$ cat config.mk
export PLATFORM = sky130hd
export DESIGN_NAME = decode_issue_arbiter_flat
export DESIGN_NICKNAME = d
export VERILOG_FILES = /design/src/rtl/decode_issue_arbiter_if.sv /design/src/rtl/decode_issue_arbiter.sv /design/src/flat_wrapper.sv
export SDC_FILE = /design/constraint.sdc
export NUM_CORES = 1
export LEC_CHECK = 0
export ABC_AREA = 1
export BUFFER_PORTS_ARGS = -buffer_cell sky130_fd_sc_hd__buf_2
export CORE_AREA = 4 4 252 254
export CTS_CLUSTER_DIAMETER = 200
export CTS_CLUSTER_SIZE = 25
export DETAILED_ROUTE_END_ITERATION = 6
export DIE_AREA = 0 0 256 258
export SYNTH_ARGS = -nofsm -noshare
export SYNTH_HDL_FRONTEND = slang
export SYNTH_SLANG_ARGS = --single-unit
$ cat constraint.sdc
create_clock -name clk -period 2.8 [get_ports clk]
set_input_delay 0.42 -clock clk [delete_from_list [all_inputs] [get_ports clk]]
set_output_delay 0.42 -clock clk [all_outputs]
set_load 0.05 [all_outputs]
$ cat src/rtl/decode_issue_arbiter_if.sv
`default_nettype none
// ============================================================================
//  Module      : decode_issue_arbiter_if
//  Description : Instruction-buffer request/pop bundle plus the decode-to-issue
//                valid/ready channel of the per-warp issue arbiter.
//  Revision    : 1.0  initial release
// ============================================================================
interface decode_issue_arbiter_if #(
    parameter int NUM_WARPS = 4,
    parameter int DATAW     = 128,
    parameter int NW_BITS   = (NUM_WARPS > 1) ? $clog2(NUM_WARPS) : 1
);
    logic [NUM_WARPS-1:0]       in_valid;
    logic [NUM_WARPS-1:0]       in_stall;
    logic [NUM_WARPS*DATAW-1:0] in_data;
    logic [NUM_WARPS-1:0]       ibuf_pop;
    logic                       out_valid;
    logic [NW_BITS-1:0]         out_wid;
    logic [DATAW-1:0]           out_data;
    logic                       out_ready;

    // master: instruction buffers plus downstream consumer; slave: the arbiter
    modport master (
        output in_valid, in_stall, in_data, out_ready,
        input  ibuf_pop, out_valid, out_wid, out_data
    );

    modport slave (
        input  in_valid, in_stall, in_data, out_ready,
        output ibuf_pop, out_valid, out_wid, out_data
    );
endinterface
`default_nettype wire

$ cat src/rtl/decode_issue_arbiter.sv
`default_nettype none
// ============================================================================
//  Module      : decode_issue_arbiter
//  Description : Round-robin per-warp issue arbiter with starvation override,
//                feeding a one-entry decode output register.
//  Revision    : 1.0  initial release
// ============================================================================
module decode_issue_arbiter #(
    parameter int NUM_WARPS    = 4,
    parameter int DATAW        = 128,
    parameter int STARVE_LIMIT = 15,
    parameter int NW_BITS      = (NUM_WARPS > 1) ? $clog2(NUM_WARPS) : 1
) (
    input  wire logic                   clk,
    input  wire logic                   reset,
    decode_issue_arbiter_if.slave       bus
);
    localparam int                 c_CNT_W = $clog2(STARVE_LIMIT + 1);
    localparam logic [c_CNT_W-1:0] c_LIMIT = c_CNT_W'(STARVE_LIMIT);
    localparam logic [NW_BITS:0]   c_NW    = (NW_BITS + 1)'(NUM_WARPS);
    localparam logic [NW_BITS-1:0] c_LAST  = NW_BITS'(NUM_WARPS - 1);

    logic [NUM_WARPS-1:0] w_elig;
    logic [NUM_WARPS-1:0] w_starved;
    logic [NUM_WARPS-1:0] w_pop;
    logic                 w_load;
    logic                 w_any_starved;
    logic [NW_BITS-1:0]   w_grant;
    logic [NW_BITS-1:0]   w_rr_grant;
    logic [NW_BITS-1:0]   w_starve_grant;
    logic [NW_BITS-1:0]   w_rr_next;

    logic [NW_BITS-1:0]   r_rr_ptr;
    logic                 r_out_valid;
    logic [NW_BITS-1:0]   r_out_wid;
    logic [DATAW-1:0]     r_out_data;

    assign w_elig = bus.in_valid & ~bus.in_stall;
    assign w_load = (~r_out_valid | bus.out_ready) & (|w_elig);

    // Descending scan so the lowest starved index is the one left standing.
    always_comb begin
        w_starve_grant = '0;
        for (int w = NUM_WARPS - 1; w >= 0; w--) begin
            if (w_starved[w]) begin
                w_starve_grant = NW_BITS'(w);
            end
        end
    end

    assign w_any_starved = |w_starved;

    // Scan offsets from far to near so the warp closest to rr_ptr wins.
    always_comb begin
        logic [NW_BITS:0] v_idx;
        v_idx      = '0;
        w_rr_grant = r_rr_ptr;
        for (int i = NUM_WARPS - 1; i >= 0; i--) begin
            v_idx = {1'b0, r_rr_ptr} + (NW_BITS + 1)'(i);
            if (v_idx >= c_NW) begin
                v_idx = v_idx - c_NW;
            end
            if (w_elig[v_idx[NW_BITS-1:0]]) begin
                w_rr_grant = v_idx[NW_BITS-1:0];
            end
        end
    end

    assign w_grant   = w_any_starved ? w_starve_grant : w_rr_grant;
    assign w_rr_next = (w_grant == c_LAST) ? '0 : w_grant + 1'b1;

    always_comb begin
        w_pop = '0;
        if (w_load && !reset) begin
            w_pop[w_grant] = 1'b1;
        end
    end

    assign bus.ibuf_pop = w_pop;

    // Wait counters also advance while the output is blocked, so a warp held
    // back by backpressure can still reach the starvation limit.
    generate
        for (genvar w = 0; w < NUM_WARPS; w++) begin : g_wait
            logic [c_CNT_W-1:0] r_cnt;

            always_ff @(posedge clk) begin
                if (reset) begin
                    r_cnt <= '0;
                end else if (!w_elig[w] || (w_load && (w_grant == NW_BITS'(w)))) begin
                    r_cnt <= '0;
                end else if (r_cnt != c_LIMIT) begin
                    r_cnt <= r_cnt + 1'b1;
                end
            end

            assign w_starved[w] = w_elig[w] & (r_cnt == c_LIMIT);
        end
    endgenerate

    always_ff @(posedge clk) begin
        if (reset) begin
            r_rr_ptr    <= '0;
            r_out_valid <= 1'b0;
            r_out_wid   <= '0;
            r_out_data  <= '0;
        end else if (w_load) begin
            r_rr_ptr    <= w_rr_next;
            r_out_valid <= 1'b1;
            r_out_wid   <= w_grant;
            r_out_data  <= bus.in_data[w_grant*DATAW +: DATAW];
        end else if (bus.out_ready) begin
            r_out_valid <= 1'b0;
        end
    end

    assign bus.out_valid = r_out_valid;
    assign bus.out_wid   = r_out_wid;
    assign bus.out_data  = r_out_data;
endmodule
`default_nettype wire
$ cat src/flat_wrapper.sv
// flat-port wrapper written by rule: the top's interface ports become plain ports
module decode_issue_arbiter_flat 
#(
    parameter int NUM_WARPS    = 4,
    parameter int DATAW        = 128,
    parameter int STARVE_LIMIT = 15,
    parameter int NW_BITS      = (NUM_WARPS > 1) ? $clog2(NUM_WARPS) : 1
)
  (clk, reset, bus_in_valid, bus_in_stall, bus_in_data, bus_out_ready, bus_ibuf_pop, bus_out_valid, bus_out_wid, bus_out_data);
  decode_issue_arbiter_if #(.NUM_WARPS(NUM_WARPS), .DATAW(DATAW), .NW_BITS(NW_BITS)) bus_i ();
  input  wire logic clk;
  input  wire logic reset;
  input wire logic [$bits(bus_i.in_valid)-1:0] bus_in_valid;
  input wire logic [$bits(bus_i.in_stall)-1:0] bus_in_stall;
  input wire logic [$bits(bus_i.in_data)-1:0] bus_in_data;
  input wire logic [$bits(bus_i.out_ready)-1:0] bus_out_ready;
  output wire logic [$bits(bus_i.ibuf_pop)-1:0] bus_ibuf_pop;
  output wire logic [$bits(bus_i.out_valid)-1:0] bus_out_valid;
  output wire logic [$bits(bus_i.out_wid)-1:0] bus_out_wid;
  output wire logic [$bits(bus_i.out_data)-1:0] bus_out_data;
  assign bus_i.in_valid = bus_in_valid;
  assign bus_i.in_stall = bus_in_stall;
  assign bus_i.in_data = bus_in_data;
  assign bus_i.out_ready = bus_out_ready;
  assign bus_ibuf_pop = bus_i.ibuf_pop;
  assign bus_out_valid = bus_i.out_valid;
  assign bus_out_wid = bus_i.out_wid;
  assign bus_out_data = bus_i.out_data;
  decode_issue_arbiter #(.NUM_WARPS(NUM_WARPS), .DATAW(DATAW), .STARVE_LIMIT(STARVE_LIMIT), .NW_BITS(NW_BITS)) u_core (.clk(clk), .reset(reset), .bus(bus_i));
endmodule
==> flow_summary.yaml <==
power_and_ir_drop:
  clock_power_share_pct: 10.6
  p_leak_uw: 0.0117
  switching_share_pct: 58.1
  p_int_uw: 9350
  max-vdd-ir-drop_mv: 0.874
  share_comb_of_total_power_pct: 74.3
  net_switching_power_uw: 13000
  power_density_of_the_placed_cells_mw_per_mm2: 1230
  p_seq_share_pct: 15.1
critical_path:
  top_delay_family_on_crit_path: "buffers and inverters"
  critical_path_peak_fanout: 5
  critical_path_class: "reg2out"
  critical_path.endpoint_type: "output pin"
  worst_path_max_delay_cell: "dfxtp_2"
  reg2reg_from: "u_core.g_wait[2].r_cnt[0]$_SDFFE_PP0P_"
  timing.rr.end: "u_core.g_wait[2].r_cnt[3]$_SDFFE_PP0P_"
  crit_chain: "ha_4 > nand3_4 > nor3_4 > a21oi_1 > inv_1 > buf_6 > a31oi_4 > nand2_8 > inv_6 > ha_4 > nand2_4 > nor2_4 > buf_6"
  arrival_ns: 2.36
  r2r_slack_ns: 0.07
  crit_required_ns: 2.38
  crit_path_start_kind: "register"
  worstPathBufferInverterCount: 4
  timing.critical_path.slowest_cell_delay_ns: 0.33
  timing.reg2reg.worst_path_depth: 20
  startpoint: "u_core.g_wait[3].r_cnt[0]$_SDFFE_PP0P_"
clock_network:
  worstSkewPairLatency_ns: 0.47
  clock_path_buffers: 2
  cts_tree: "yes"
  cts-htree-levels: 4
  worst_setup_hold_path_clk_slew_ns: 0.07
  cts_root_buf: "clkbuf_16"
  numCtsBuffers: 17
  sinks_on_clock_net: 149
route:
  route.detailed.wl_per_inst_um: 15.6
  detail-route-antenna-nets: 0
  drt-met1-wl_um: 23700
  dr_total_vias: 16300
  drt-pass1-iter-count: 6
  viasPerCell: 4.29
  drt_wl_total_um: 59100
  met3WireLength_um: 4170
  drt-initial-drc-count: 1235
  met2RoutedLength_um: 28800
  route.detailed.drc: 0
  routed.top_layer: "met5"
sta:
  setup_repair_after_global_routing_missed_its_margin: "yes"
  final.setup_skew_ns: 0.0198
  max_freq_mhz: 359
  final_max_slew_violation_count: 0
  whs_ns: 0.263
  worst_slew_margin_rel_pct: 46.1
  report.final.hold_viol_count: 0
  final_min_period_over_clock_period_pct: 99.4
  finalCriticalPeriod_ns: 2.78
  setup_violations: 0
  worst_pin_slew_ns: 0.807
die:
  die_outline_area_mm2: 0.0660
  dieHeight_um: 258
  row_count: 91
  core_area_mm2: 0.0613
  die_w_um: 256
  pin_count: 658
  initial_standard_cell_utilization_of_the_core_pct: 20.5
hold_path:
  min_delay_path_depth: 4
  worstHoldStart: "bus_out_ready"
  holdCritPathClass: "in2reg"
  timing.hold.worst_endpoint: "u_core.bus.out_valid$_SDFFE_PP0P_"
final_layout:
  layout-area-overhead-vs-synth_pct: 44.8
  design.final.nets: 3523
  utilization_pct: 29.6
  fillCellCount: 6964
  layout-drive-gt1-share_pct: 29.2
yosys:
  post_synth_num_cell_types: 29
  average_instance_area_after_synthesis_um2: 5.31
  syn-instance-count: 2360
  synth-seq-cells: 149
  synth_seq_area_share_pct: 23.8
  synth_fp_nets: 2891
  mappedNetlistArea_mm2: 0.0125
  ys_warn_count: 0
placed_design:
  hpwlAfterDp_um: 45600
  globalplace.congestion: 0.938
  numPortBuffers: 657
grt:
  overflow: 0
  total_routing_usage_reported_by_global_routing_pct: 16.7
  grt_pass1_wl_um: 86900
  vias_in_the_first_global_route: 15100
  pin_count_of_the_biggest_net_entering_global_routing: 110
  grt_antenna_before_repair: 6
status:
  outcome: "completed"
flow_run:
  cap_viol_max_count: 0
[state kept, by name, indices dropped and copies added, names as in the netlist]
| name | count |
|---|---|
| u_core.g_wait.r_cnt | 16 |
| u_core.bus.out_valid | 1 |
| u_core.bus.out_data | 128 |
| u_core.r_rr_ptr | 2 |
| u_core.bus.out_wid | 2 |
[power by group through the flow]
stage	Sequential, µW	Combinational [µW]	Clock (µW)
after floorplan	6040	8500	0
after global placement	3370	15900	0
after detailed placement	3400	15900	0
after CTS	3370	16300	2480
after global routing	3480	18100	2540
final	3380	16600	2360
[cell type report]
class | count | area [µm²] | area share (%)
clock inverter | 11 | 124 | 0.683
clock buffer | 21 | 460 | 2.54
timing repair buffer | 764 | 4420 | 24.3
antenna | 3 | 7.51 | 0.0414
sequential | 149 | 3000 | 16.5
tap | 790 | 988 | 5.45
inverter | 665 | 2510 | 13.8
multi-input combinational | 1395 | 6630 | 36.6
[cells in the final DEF, fill, tap and decap left out, types with 2 or more instances in the layout]
cell type / n
ha_4: 7
buf_4: 83
nor2_4: 5
dfxtp_2: 8
nand3_1: 650
nand2_4: 4
bufinv_16: 2
nor2_2: 4
buf_2: 652
buf_6: 9
a31oi_1: 2
a21oi_1: 13
clkbuf_1: 2
o21ai_2: 2
dfxtp_4: 2
nor3_4: 2
nor2_1: 206
buf_12: 14
nand2_1: 444
a21oi_2: 2
clkinvlp_4: 3
a21oi_4: 2
nand3_4: 4
xnor2_1: 4
xor2_1: 2
clkinv_2: 3
nand2_2: 16
diode_2: 3
buf_16: 3
inv_6: 5
dfxtp_1: 139
or2_2: 4
clkbuf_16: 19
inv_1: 657
clkbuf_8: 2
o21ai_0: 3
nand3_2: 10
inv_2: 5
nand4_1: 3
[per-stage QoR]
step | instance area (µm²) | TNS (ns) | instances | setup slack [ns] | total power, µW
final | 18100 | 0 | 3798 | 0.0179 | 22300
after global routing | 18100 | -0.336 | 3795 | -0.0809 | 24100
after CTS | 17800 | -0.0462 | 3788 | -0.0185 | 22100
after detailed placement | 16800 | 0 | 3723 | 0.126 | 19300
after global placement | 16800 | 0 | 3723 | 0.128 | 19200
after floorplan | 12500 | -0.00483 | 2360 | -0.00483 | 14500
[how the worst max path moves through the flow]
stage	endpoint	slack [ns]	depth (start not counted)
after floorplan	bus_ibuf_pop[0]	-0.005	12
after global placement	u_core.bus.out_data[49]$_SDFFE_PP0P_	0.13	17
after detailed placement	u_core.bus.out_data[60]$_SDFFE_PP0P_	0.13	17
after CTS	bus_ibuf_pop[3]	-0.02	13
after global routing	bus_ibuf_pop[1]	-0.08	13
final	bus_ibuf_pop[3]	0.02	13
[worst min-delay path: cells and delay by family]
family / cells / cell delay, ns
buffers and inverters: 2 / 0.10
AND/OR/NAND/NOR: 1 / 0.08
AO/OA/AOI/OAI: 1 / 0.08
[cell usage after synthesis]
cell type | number | area, µm²
a21oi_1 | 16 | 80.1
a21oi_4 | 1 | 16.3
a31oi_1 | 3 | 18.8
a31oi_2 | 1 | 12.5
buf_1 | 19 | 71.3
buf_2 | 74 | 370
buf_4 | 16 | 120
buf_6 | 8 | 90.1
clkbuf_1 | 34 | 128
clkinv_1 | 1 | 3.75
dfxtp_1 | 149 | 2980
ha_1 | 8 | 100
inv_1 | 658 | 2470
inv_2 | 5 | 18.8
inv_4 | 1 | 6.26
nand2_1 | 463 | 1740
nand2_2 | 2 | 12.5
nand3_1 | 662 | 3310
nand3_2 | 2 | 20.0
nand4_1 | 3 | 18.8
nor2_1 | 215 | 807
nor3_1 | 1 | 5.00
nor3_2 | 2 | 20.0
nor4_1 | 1 | 6.26
o21ai_0 | 3 | 15.0
o21ai_1 | 2 | 10.0
or2_2 | 4 | 25.0
xnor2_1 | 4 | 35.0
xor2_1 | 2 | 17.5
[repair_timing]
item / in CTS / in global routing
gates resized for setup: 50 / 49
setup endpoints to repair: 4 / 32
pin swaps: 20 / 23
hold buffers: 0 / 0
setup buffers: 33 / 7
cloned: 0 / 2
[per-layer routing]
layer	vias up	track usage, %
met2	759	28.7
met3	84	3.77
met1	7167	19.9
met5	-	0
li1	8273	-
met4	8	7.66
[cells by family after synthesis]
| kind of cell | after synthesis | share of synthesized area [%] |
|---|---|---|
| AND/OR/NAND/NOR | 1355 | 47.6 |
| buffers and inverters | 816 | 26.2 |
| flip-flops | 149 | 23.8 |
| AO/OA/AOI/OAI | 26 | 1.22 |
| adder cells (fa/ha/maj) | 8 | 0.799 |
| XOR/XNOR | 6 | 0.419 |
No activity file was read; power rests on OpenSTA's default activity.
